[src/rtl/ccd_frame_source.sv]
// Synthetic CCD sensor source: 10-bit pixels with LVAL/FVAL timing and fixed test patterns.
// Optional frame CRC-16-CCITT on oCRC/oCRC_VALID when CCD_FRAME_SOURCE_CRC_EN is defined.
module ccd_frame_source #(
    parameter int unsigned H_ACTIVE = 1280,
    parameter int unsigned V_ACTIVE = 1024,
    parameter int unsigned H_BLANK  = 16,
    parameter int unsigned V_BLANK  = 64,
    parameter int unsigned SOF_CYC  = 4,
    parameter int unsigned EOF_CYC  = 4
) (
    input  logic        iCLK,
    input  logic        iRST,
    input  logic        iCE,
    input  logic        iSTART,
    input  logic        iSTOP,
    input  logic [1:0]  iPATTERN,
    output logic [9:0]  oDATA,
    output logic        oLVAL,
    output logic        oFVAL,
    output logic [10:0] oX_Cont,
    output logic [10:0] oY_Cont,
    output logic [31:0] oFrame_Cont,
    output logic [15:0] oCRC,
    output logic        oCRC_VALID
);

    localparam int unsigned MAX_AB   = (H_ACTIVE > H_BLANK) ? H_ACTIVE : H_BLANK;
    localparam int unsigned MAX_CD   = (V_BLANK > SOF_CYC) ? V_BLANK : SOF_CYC;
    localparam int unsigned MAX_ABCD = (MAX_AB > MAX_CD) ? MAX_AB : MAX_CD;
    localparam int unsigned MAX_CYC  = (MAX_ABCD > EOF_CYC) ? MAX_ABCD : EOF_CYC;
    localparam int unsigned CNT_W    = $clog2(MAX_CYC + 1);

    localparam logic [CNT_W-1:0] SOF_LAST  = CNT_W'(SOF_CYC - 1);
    localparam logic [CNT_W-1:0] LINE_LAST = CNT_W'(H_ACTIVE - 1);
    localparam logic [CNT_W-1:0] HBL_LAST  = CNT_W'(H_BLANK - 1);
    localparam logic [CNT_W-1:0] EOF_LAST  = CNT_W'(EOF_CYC - 1);
    localparam logic [CNT_W-1:0] VBL_LAST  = CNT_W'(V_BLANK - 1);
    localparam logic [10:0]      Y_LAST    = 11'(V_ACTIVE - 1);

    typedef enum logic [2:0] {
        S_IDLE, S_SOF, S_LINE, S_HBLANK, S_EOF, S_VBLANK
    } state_e;

    state_e           state_q, state_d;
    logic [CNT_W-1:0] cnt_q, cnt_d;
    logic             run_q, run_d;
    logic [1:0]       pat_q, pat_d;
    logic [10:0]      y_q, y_d;
    logic [9:0]       data_q, data_d;
    logic             lval_q, lval_d;
    logic             fval_q, fval_d;
    logic [10:0]      xo_q, xo_d;
    logic [10:0]      yo_q, yo_d;
    logic [31:0]      frame_q, frame_d;
    logic             start_frame;
    logic             emit;
    logic [10:0]      emit_x;
    logic [9:0]       emit_data;

    function automatic logic [9:0] pixel_f(input logic [1:0] pat,
                                           input logic [9:0] x,
                                           input logic [9:0] y);
        logic [9:0] p;
        case (pat)
            2'd0:    p = x;
            2'd1:    p = y;
            2'd2:    p = (x[4] ^ y[4]) ? 10'h3FF : 10'h000;
            default: begin
                case ({y[0], x[0]})
                    2'b00:   p = 10'h200;
                    2'b01:   p = 10'h3FF;
                    2'b10:   p = 10'h100;
                    default: p = 10'h080;
                endcase
            end
        endcase
        return p;
    endfunction

`ifdef CCD_FRAME_SOURCE_CRC_EN
    logic [15:0] acc_q, acc_d;
    logic [15:0] crc_q, crc_d;
    logic        crc_vld_q, crc_vld_d;

    // CRC-16-CCITT, MSB first, over one zero-extended pixel
    function automatic logic [15:0] crc_step(input logic [15:0] crc, input logic [9:0] pix);
        logic [15:0] c;
        logic [15:0] d;
        c = crc;
        d = {6'd0, pix};
        for (int i = 15; i >= 0; i--) begin
            if (c[15] ^ d[i]) c = {c[14:0], 1'b0} ^ 16'h1021;
            else              c = {c[14:0], 1'b0};
        end
        return c;
    endfunction
`endif

    assign emit_data = pixel_f(pat_q, emit_x[9:0], y_q[9:0]);

    // Next-state and next-output logic; everything holds while iCE is low
    always_comb begin
        state_d     = state_q;
        cnt_d       = cnt_q;
        run_d       = run_q;
        pat_d       = pat_q;
        y_d         = y_q;
        data_d      = data_q;
        lval_d      = lval_q;
        fval_d      = fval_q;
        xo_d        = xo_q;
        yo_d        = yo_q;
        frame_d     = frame_q;
        start_frame = 1'b0;
        emit        = 1'b0;
        emit_x      = '0;
`ifdef CCD_FRAME_SOURCE_CRC_EN
        acc_d       = acc_q;
        crc_d       = crc_q;
        crc_vld_d   = crc_vld_q;
`endif
        if (iCE) begin
            run_d  = iSTOP ? 1'b0 : (iSTART ? 1'b1 : run_q);
            lval_d = 1'b0;
            data_d = '0;
            cnt_d  = cnt_q + CNT_W'(1);
`ifdef CCD_FRAME_SOURCE_CRC_EN
            crc_vld_d = 1'b0;
`endif
            case (state_q)
                S_IDLE: begin
                    cnt_d = '0;
                    if (run_q) start_frame = 1'b1;
                end
                S_SOF: begin
                    if (cnt_q == SOF_LAST) begin
                        state_d = S_LINE;
                        cnt_d   = '0;
                        emit    = 1'b1;
                    end
                end
                S_LINE: begin
                    if (cnt_q == LINE_LAST) begin
                        cnt_d = '0;
                        if (y_q == Y_LAST) begin
                            state_d = S_EOF;
                        end else begin
                            state_d = S_HBLANK;
                            y_d     = y_q + 11'd1;
                        end
                    end else begin
                        emit   = 1'b1;
                        emit_x = 11'(cnt_q) + 11'd1;
                    end
                end
                S_HBLANK: begin
                    if (cnt_q == HBL_LAST) begin
                        state_d = S_LINE;
                        cnt_d   = '0;
                        emit    = 1'b1;
                    end
                end
                S_EOF: begin
                    if (cnt_q == EOF_LAST) begin
                        state_d = S_VBLANK;
                        cnt_d   = '0;
                        fval_d  = 1'b0;
                        frame_d = frame_q + 32'd1;
`ifdef CCD_FRAME_SOURCE_CRC_EN
                        crc_d     = acc_q;
                        crc_vld_d = 1'b1;
`endif
                    end
                end
                S_VBLANK: begin
                    if (cnt_q == VBL_LAST) begin
                        cnt_d = '0;
                        if (run_q) start_frame = 1'b1;
                        else       state_d     = S_IDLE;
                    end
                end
                default: begin
                    state_d = S_IDLE;
                    cnt_d   = '0;
                    fval_d  = 1'b0;
                end
            endcase
            if (start_frame) begin
                state_d = S_SOF;
                cnt_d   = '0;
                fval_d  = 1'b1;
                pat_d   = iPATTERN;
                y_d     = '0;
`ifdef CCD_FRAME_SOURCE_CRC_EN
                acc_d   = 16'hFFFF;
`endif
            end
            if (emit) begin
                lval_d = 1'b1;
                data_d = emit_data;
                xo_d   = emit_x;
                yo_d   = y_q;
`ifdef CCD_FRAME_SOURCE_CRC_EN
                acc_d  = crc_step(acc_q, emit_data);
`endif
            end
        end
    end

    always_ff @(posedge iCLK) begin
        if (iRST) begin
            state_q <= S_IDLE;
            cnt_q   <= '0;
            run_q   <= 1'b0;
            pat_q   <= '0;
            y_q     <= '0;
            data_q  <= '0;
            lval_q  <= 1'b0;
            fval_q  <= 1'b0;
            xo_q    <= '0;
            yo_q    <= '0;
            frame_q <= '0;
        end else begin
            state_q <= state_d;
            cnt_q   <= cnt_d;
            run_q   <= run_d;
            pat_q   <= pat_d;
            y_q     <= y_d;
            data_q  <= data_d;
            lval_q  <= lval_d;
            fval_q  <= fval_d;
            xo_q    <= xo_d;
            yo_q    <= yo_d;
            frame_q <= frame_d;
        end
    end

`ifdef CCD_FRAME_SOURCE_CRC_EN
    always_ff @(posedge iCLK) begin
        if (iRST) begin
            acc_q     <= 16'hFFFF;
            crc_q     <= '0;
            crc_vld_q <= 1'b0;
        end else begin
            acc_q     <= acc_d;
            crc_q     <= crc_d;
            crc_vld_q <= crc_vld_d;
        end
    end

    assign oCRC       = crc_q;
    assign oCRC_VALID = crc_vld_q;
`else
    assign oCRC       = '0;
    assign oCRC_VALID = 1'b0;
`endif

    assign oDATA       = data_q;
    assign oLVAL       = lval_q;
    assign oFVAL       = fval_q;
    assign oX_Cont     = xo_q;
    assign oY_Cont     = yo_q;
    assign oFrame_Cont = frame_q;

endmodule
[config.mk]
export PLATFORM = sky130hd
export DESIGN_NAME = ccd_frame_source
export DESIGN_NICKNAME = d
export VERILOG_FILES = /design/src/rtl/ccd_frame_source.sv
export SDC_FILE = /design/constraint.sdc
export NUM_CORES = 1
export LEC_CHECK = 0
export CELL_PAD_IN_SITES_DETAIL_PLACEMENT = 2
export CELL_PAD_IN_SITES_GLOBAL_PLACEMENT = 2
export CORE_MARGIN = 2
export CORE_UTILIZATION = 33
export DETAILED_ROUTE_END_ITERATION = 12
export PLACE_DENSITY_LB_ADDON = 0.08
export SLEW_MARGIN = 20
export SYNTH_ARGS = -nofsm -noshare
export SYNTH_HDL_FRONTEND = slang
export SYNTH_SLANG_ARGS = --single-unit
[constraint.sdc]
create_clock -name iCLK -period 3.6 [get_ports iCLK]
set_input_delay 0.36 -clock iCLK [delete_from_list [all_inputs] [get_ports iCLK]]
set_output_delay 0.36 -clock iCLK [all_outputs]
set_load 0.01 [all_outputs]
=== After elaboration in Yosys (flattened, before gate mapping) ===
Index checks and enable logic that the tools add are counted.

* Logic and storage cells: 93
* Output and inout port bits: 83
* Flip-flop bits (word level): 94
* Input bits: 7

* Equality and inequality tests: 23
* Reduce and logical (&&, ||, !) cells: 15
* Mux-type cells: 40
* Bitwise operators: 1
* Add/sub/neg operators: 3

{| class="wikitable"
|+ Operators by type and width
! operator !! number
|-
| 2-to-1 mux 11 bit || 10
|-
| one-hot mux 10 bit (3 select lines) || 2
|-
| one-hot mux 11 bit (4 select lines) || 1
|-
| adder 32 x 1 -> 32 bit, second input constant || 1
|-
| 2-to-1 mux 10 bit || 3
|-
| 2-to-1 mux 3 bit || 8
|-
| adder 11 x 1 -> 11 bit, second input constant || 2
|-
| inequality test 3 bit, second input constant || 6
|-
| one-hot mux 3 bit (6 select lines) || 1
|-
| 2-to-1 mux 1 bit || 12
|-
| == test 11 x 10 -> 1 bit, second input constant || 1
|-
| == test 11 bit, second input constant || 1
|-
| == test 11 x 2 -> 1 bit, second input constant || 1
|-
| == test 11 x 4 -> 1 bit, second input constant || 1
|-
| == test 11 x 6 -> 1 bit, second input constant || 1
|-
| AND reduction 8 bit || 1
|-
| == test 3 x 2 -> 1 bit, second input constant || 2
|-
| == test 3 bit, second input constant || 2
|-
| AND reduction 2 bit || 3
|-
| AND reduction 3 bit || 2
|-
| nonzero test 2 bit || 3
|-
| OR reduction 5 bit || 1
|-
| == test 2 x 1 -> 1 bit, second input constant || 2
|-
| == test 2 bit, second input constant || 2
|-
| 10 further kinds || 13
|}

=== Logic depth before layout (Yosys ltp) ===
* Depth in word-level cells: 8
* Mapped depth: 10
* Depth with buffers taken out: 9

=== Worst setup path before layout ===
Ideal clock, no wire load.

* Path type: flip-flop to flip-flop
* From: register cnt_q[0]
* To: register frame_q[26] (netlist: oFrame_Cont[26])
* Path buffers: 1
* Cell stages (with the launch flop): 9
* Setup slack: 1.462 ns
* Clock period less this slack: 2.138 ns
* Data required time: 3.472 ns
* Arrival time: 2.010 ns
* Path through: dfxtp_1 > ha_1 > nor3b_4 > nand3_1 > or4_4 > buf_6 > nor3_2 > xnor2_1 > nor2_1

* Word-level cells in the longest chain between the ends: 2

{| class="wikitable"
|+ RTL lines
! item !! RTL line !! source
|-
| start, declared || 45 || <nowiki>logic [CNT_W-1:0] cnt_q, cnt_d;</nowiki>
|-
| start signal, assigned || 225 || <nowiki>cnt_q <= cnt_d;</nowiki>
|-
| == test 11 x 2 -> 1 bit || 164 || <nowiki>if (cnt_q == EOF_LAST) begin</nowiki>
|-
| AND reduction 3 bit (no source line) || -- ||
|-
| end signal, assigned || 234 || <nowiki>frame_q <= frame_d;</nowiki>
|-
| end, declared || 54 || <nowiki>logic [31:0] frame_q, frame_d;</nowiki>
|}

Every way passes these cells.
A chain may end at the register's enable or synchronous reset.

=== Final worst setup path ===
* From: register cnt_q[0]
* To: register yo_q[4] (netlist: oY_Cont[4])

* Word-level cells in the longest chain between the ends: 5
* Elaborated cells on any way between the ends: 9
* Those cells by class: eq/ne: 3; mux: 5; reduce/logical: 1

{| class="wikitable"
|+ RTL lines
! item !! RTL line !! source
|-
| == test 11 x 4 -> 1 bit (tied with other cells) || 157 || <nowiki>if (cnt_q == HBL_LAST) begin</nowiki>
|-
| 2-to-1 mux 1 bit, on equally long branches || 157, 136, 143 ||
|-
| one-hot mux 1 bit (3 select lines) * || 130 || <nowiki>case (state_q)</nowiki>
|-
| 2-to-1 mux 1 bit * || 122 || <nowiki>if (iCE) begin</nowiki>
|-
| AND reduction 2 bit (no source line) * || -- ||
|-
| end signal, assigned || 233 || <nowiki>yo_q <= yo_d;</nowiki>
|-
| end, declared || 53 || <nowiki>logic [10:0] yo_q, yo_d;</nowiki>
|}

Every way passes the cells marked *; elsewhere a longest branch is shown, timed or not. The select of a mux whose other input is x is not followed.

==> reports/qor.txt <==
row cnt - 43
Adder-Cell Fraction of Synth Area - 0.01058
via density per instance - 5.343
IO Port Bufs - 72
DRC viols - 0
later-pin clock latency in the skew report - 350 ps
sw frac - 0.2609
CTS clock-pin slew for the worst setup and hold paths - 70 ps
Synth Area in Compound Gates - 0.1553
Die Span Y - 123.7 um
Global Route Usage Sum - 0.2051
worst vdd rail ir drop - 0.0002033 V
Via Count - 4301
core area - 13930 um2
period utilization - 0.7574
main combinational cell family by area after synthesis - simple AND/OR/NAND/NOR gates
f_max - 366.7 MHz
grt total ovfl - 0
Flop pwr share - 0.487
Final #Nets - 631
GRT busiest layer - met2
post-route ant nets - 0
pin count of the biggest net entering global routing - 86
Post-Syn Area per Cell - 8.474 um2
first-pass GRT wire length - 24290 um
critical path startpoint category - flop
FF+latch count, synth - 94
Post-synth EDFFs - 0
final setup TNS - 0 ps
register area share after synthesis - 0.3980
worst reg2reg setup slack - 870 ps
post-route cell area - 5806 um2
global placer's final weighted congestion - 0.8245
Buffers & Inverters on Critical Path - 1
Post-Synth XOR/XNOR Area - 0.07039
Fill cells - 1563
P_leak - 2.039 nW
number of gates resized after CTS - 0
final count of negative-setup-slack endpoints - 0
P&R area growth vs syn - 22.78%
Iteration-0 DRC Markers - 235
met3 Track Usage GR - 0.04808
P_int - 0.001632 W
ant diodes - 0
max_cap viols - 0
drt first pass iters - 4
power share of the clock group - 0.418
M1 GR Usage - 0.2634
multi-input logic area - 2594 um2
CP Data Arrival Time - 2920 ps
Synth Area in Simple Gates - 0.2720
Storage cell area - 1882 um2
Num CTS Buffers - 9
clock sinks - 94
crit-path max FO - 14
Initial Util - 0.3393
vias in the first global route - 4553
final setup skew - 5.038 ps
YS warnings - 0
Async SR Flop Fraction - 0
die area - 15300 um2
Root Driver - clkbuf_16
dpl hpwl - 10590 um
Primary FF master, synth - dfxtp_1
commonest non-fill, non-tap cells in the layout - dfxtp_1 (94), nor2_1 (77), clkdlybuf4s50_1 (71)
CTS hold repair buffers - 0
critical path cell sequence - ha_1 -> and4bb_2 -> a31oi_2 -> a21oi_2 -> buf_4 -> mux2i_1 -> nor2_1
Hold Path Class - in2reg
area post-placement - 5525 um2
I/O pin cnt - 90
antenna violations before repair - 0
max_slew headroom - 0.3741
CTS tree - done
GR Util met2 - 0.3455
status - completed
crit end category - flop
slowest stage delay, CP - 490 ps
count of distinct cell types in the synthesized netlist - 66
PwrDens - 380.5 nW/um2
critical path type - reg2reg
max-slew violations - 0
Worst Path Required - 3800 ps
DRT Wirelength - 14820 um
# H-tree levels - 3
cell count after synthesis - 558
leading cell type in the layout, fill and taps excluded - dfxtp_1
die outline width - 123.7 um
Crit-path slowest cell - a21oi_2
share of layout cells above drive strength 1 - 0.08000
mux cell area share after synthesis - 0.02540
Comb power frac - 0.095
final hold violations - 0
Synth Cell Area - 4728 um2
Slew @ Worst Pin - 938.8 ps
final worst path period need - 2727 ps
CTS Buffer Depth - 2
Setup Fix Bufs, Post-CTS - 0
RSZ-0062 raised after global routing - false
switching pwr - 0.0005763 W
delay-heaviest family, CP - compound AO/OA/AOI/OAI gates
DR WL/cell - 18.41 um
==> metrics by stage <==
step	total power (W)	util	hold slack (ps)	setup WS [ps]	std cells
floorplan	0.001254	-	460.1	1462	574
global placement	0.001303	0.3965	463.4	797.6	789
finish	0.002209	0.4166	366.6	873.2	805
CTS	0.002241	0.4166	362.2	887.7	805
global route	0.002315	0.4166	402.2	704.4	805
detailed placement	0.001311	0.3965	464.0	543.1	789
==> synthesized netlist by cell type, types with 13 or more instances <==
library cell	instances	area, um2
a22oi_1	13	97.59
nand2_1	53	198.9
o21ai_1	16	80.08
nor2_1	77	289.0
clkbuf_1	14	52.55
dfxtp_1	94	1882
xor2_1	20	175.2
buf_4	20	150.1
a21oi_1	36	180.2
nand3_1	26	130.1
xnor2_1	18	157.7
==> logic make-up after synthesis <==
family,after synthesis
other cells,1
compound gates,107
fa+ha+maj,4
mux,12
buf+inv,58
flops,94
xor+xnor,38
simple gates,244
==> worst reg2reg max path, stage by stage, from the launching register on <==
cell and delay [ps]:
dfxtp_1 470, ha_1 340, and4bb_2 340, a31oi_2 240
a21oi_2 490, buf_4 350, mux2i_1 270, nor2_1 80
==> power groups by stage <==
stage / clock network [W] / registers (W) / logic, W
2_1_floorplan: 0 / 0.00108 / 0.000170
3_3_place_gp: 0 / 0.00110 / 0.000204
3_5_place_dp: 0 / 0.00110 / 0.000211
4_1_cts: 0.000953 / 0.00108 / 0.000212
5_1_grt: 0.00100 / 0.00108 / 0.000233
6_report: 0.000923 / 0.00108 / 0.000210
==> per-layer routing <==
| metal | routed length [um] | up-vias |
|---|---|---|
| met3 | 466 | 12 |
| li1 | - | 2047 |
| met2 | 7245 | 75 |
| met1 | 6920 | 2167 |
| met5 | 0 | - |
| met4 | 188 | 0 |
==> state kept, by name, summed over array words and instances, names as in the netlist <==
register / count
y_q: 11
pat_q: 2
oFrame_Cont: 32
oY_Cont: 11
oLVAL: 1
cnt_q: 11
oDATA: 10
run_q: 1
state_q: 3
oX_Cont: 11
oFVAL: 1
==> cell type report <==
class	count	share of cell area
well taps	180	0.03879
flip-flops and latches	94	0.3241
repair buffers	80	0.1336
multi-input cells	422	0.4468
clock buffers	14	0.04547
inverters	13	0.008405
clock inverters	2	0.002802
==> path summary, 6_finish.rpt <==
path	endpoint	depth (start not counted)	startpoint
setup / recovery	oY_Cont[4]$_SDFFE_PP0P_	7	cnt_q[0]$_SDFFE_PP0P_
hold / removal	oDATA[9]$_SDFFE_PP0P_	4	iRST
setup reg to reg	oY_Cont[4]$_SDFFE_PP0P_	7	cnt_q[0]$_SDFFE_PP0P_
hold reg to reg	oDATA[5]$_SDFFE_PP0P_	2	oDATA[5]$_SDFFE_PP0P_
No activity file was read; power rests on OpenSTA's default activity.
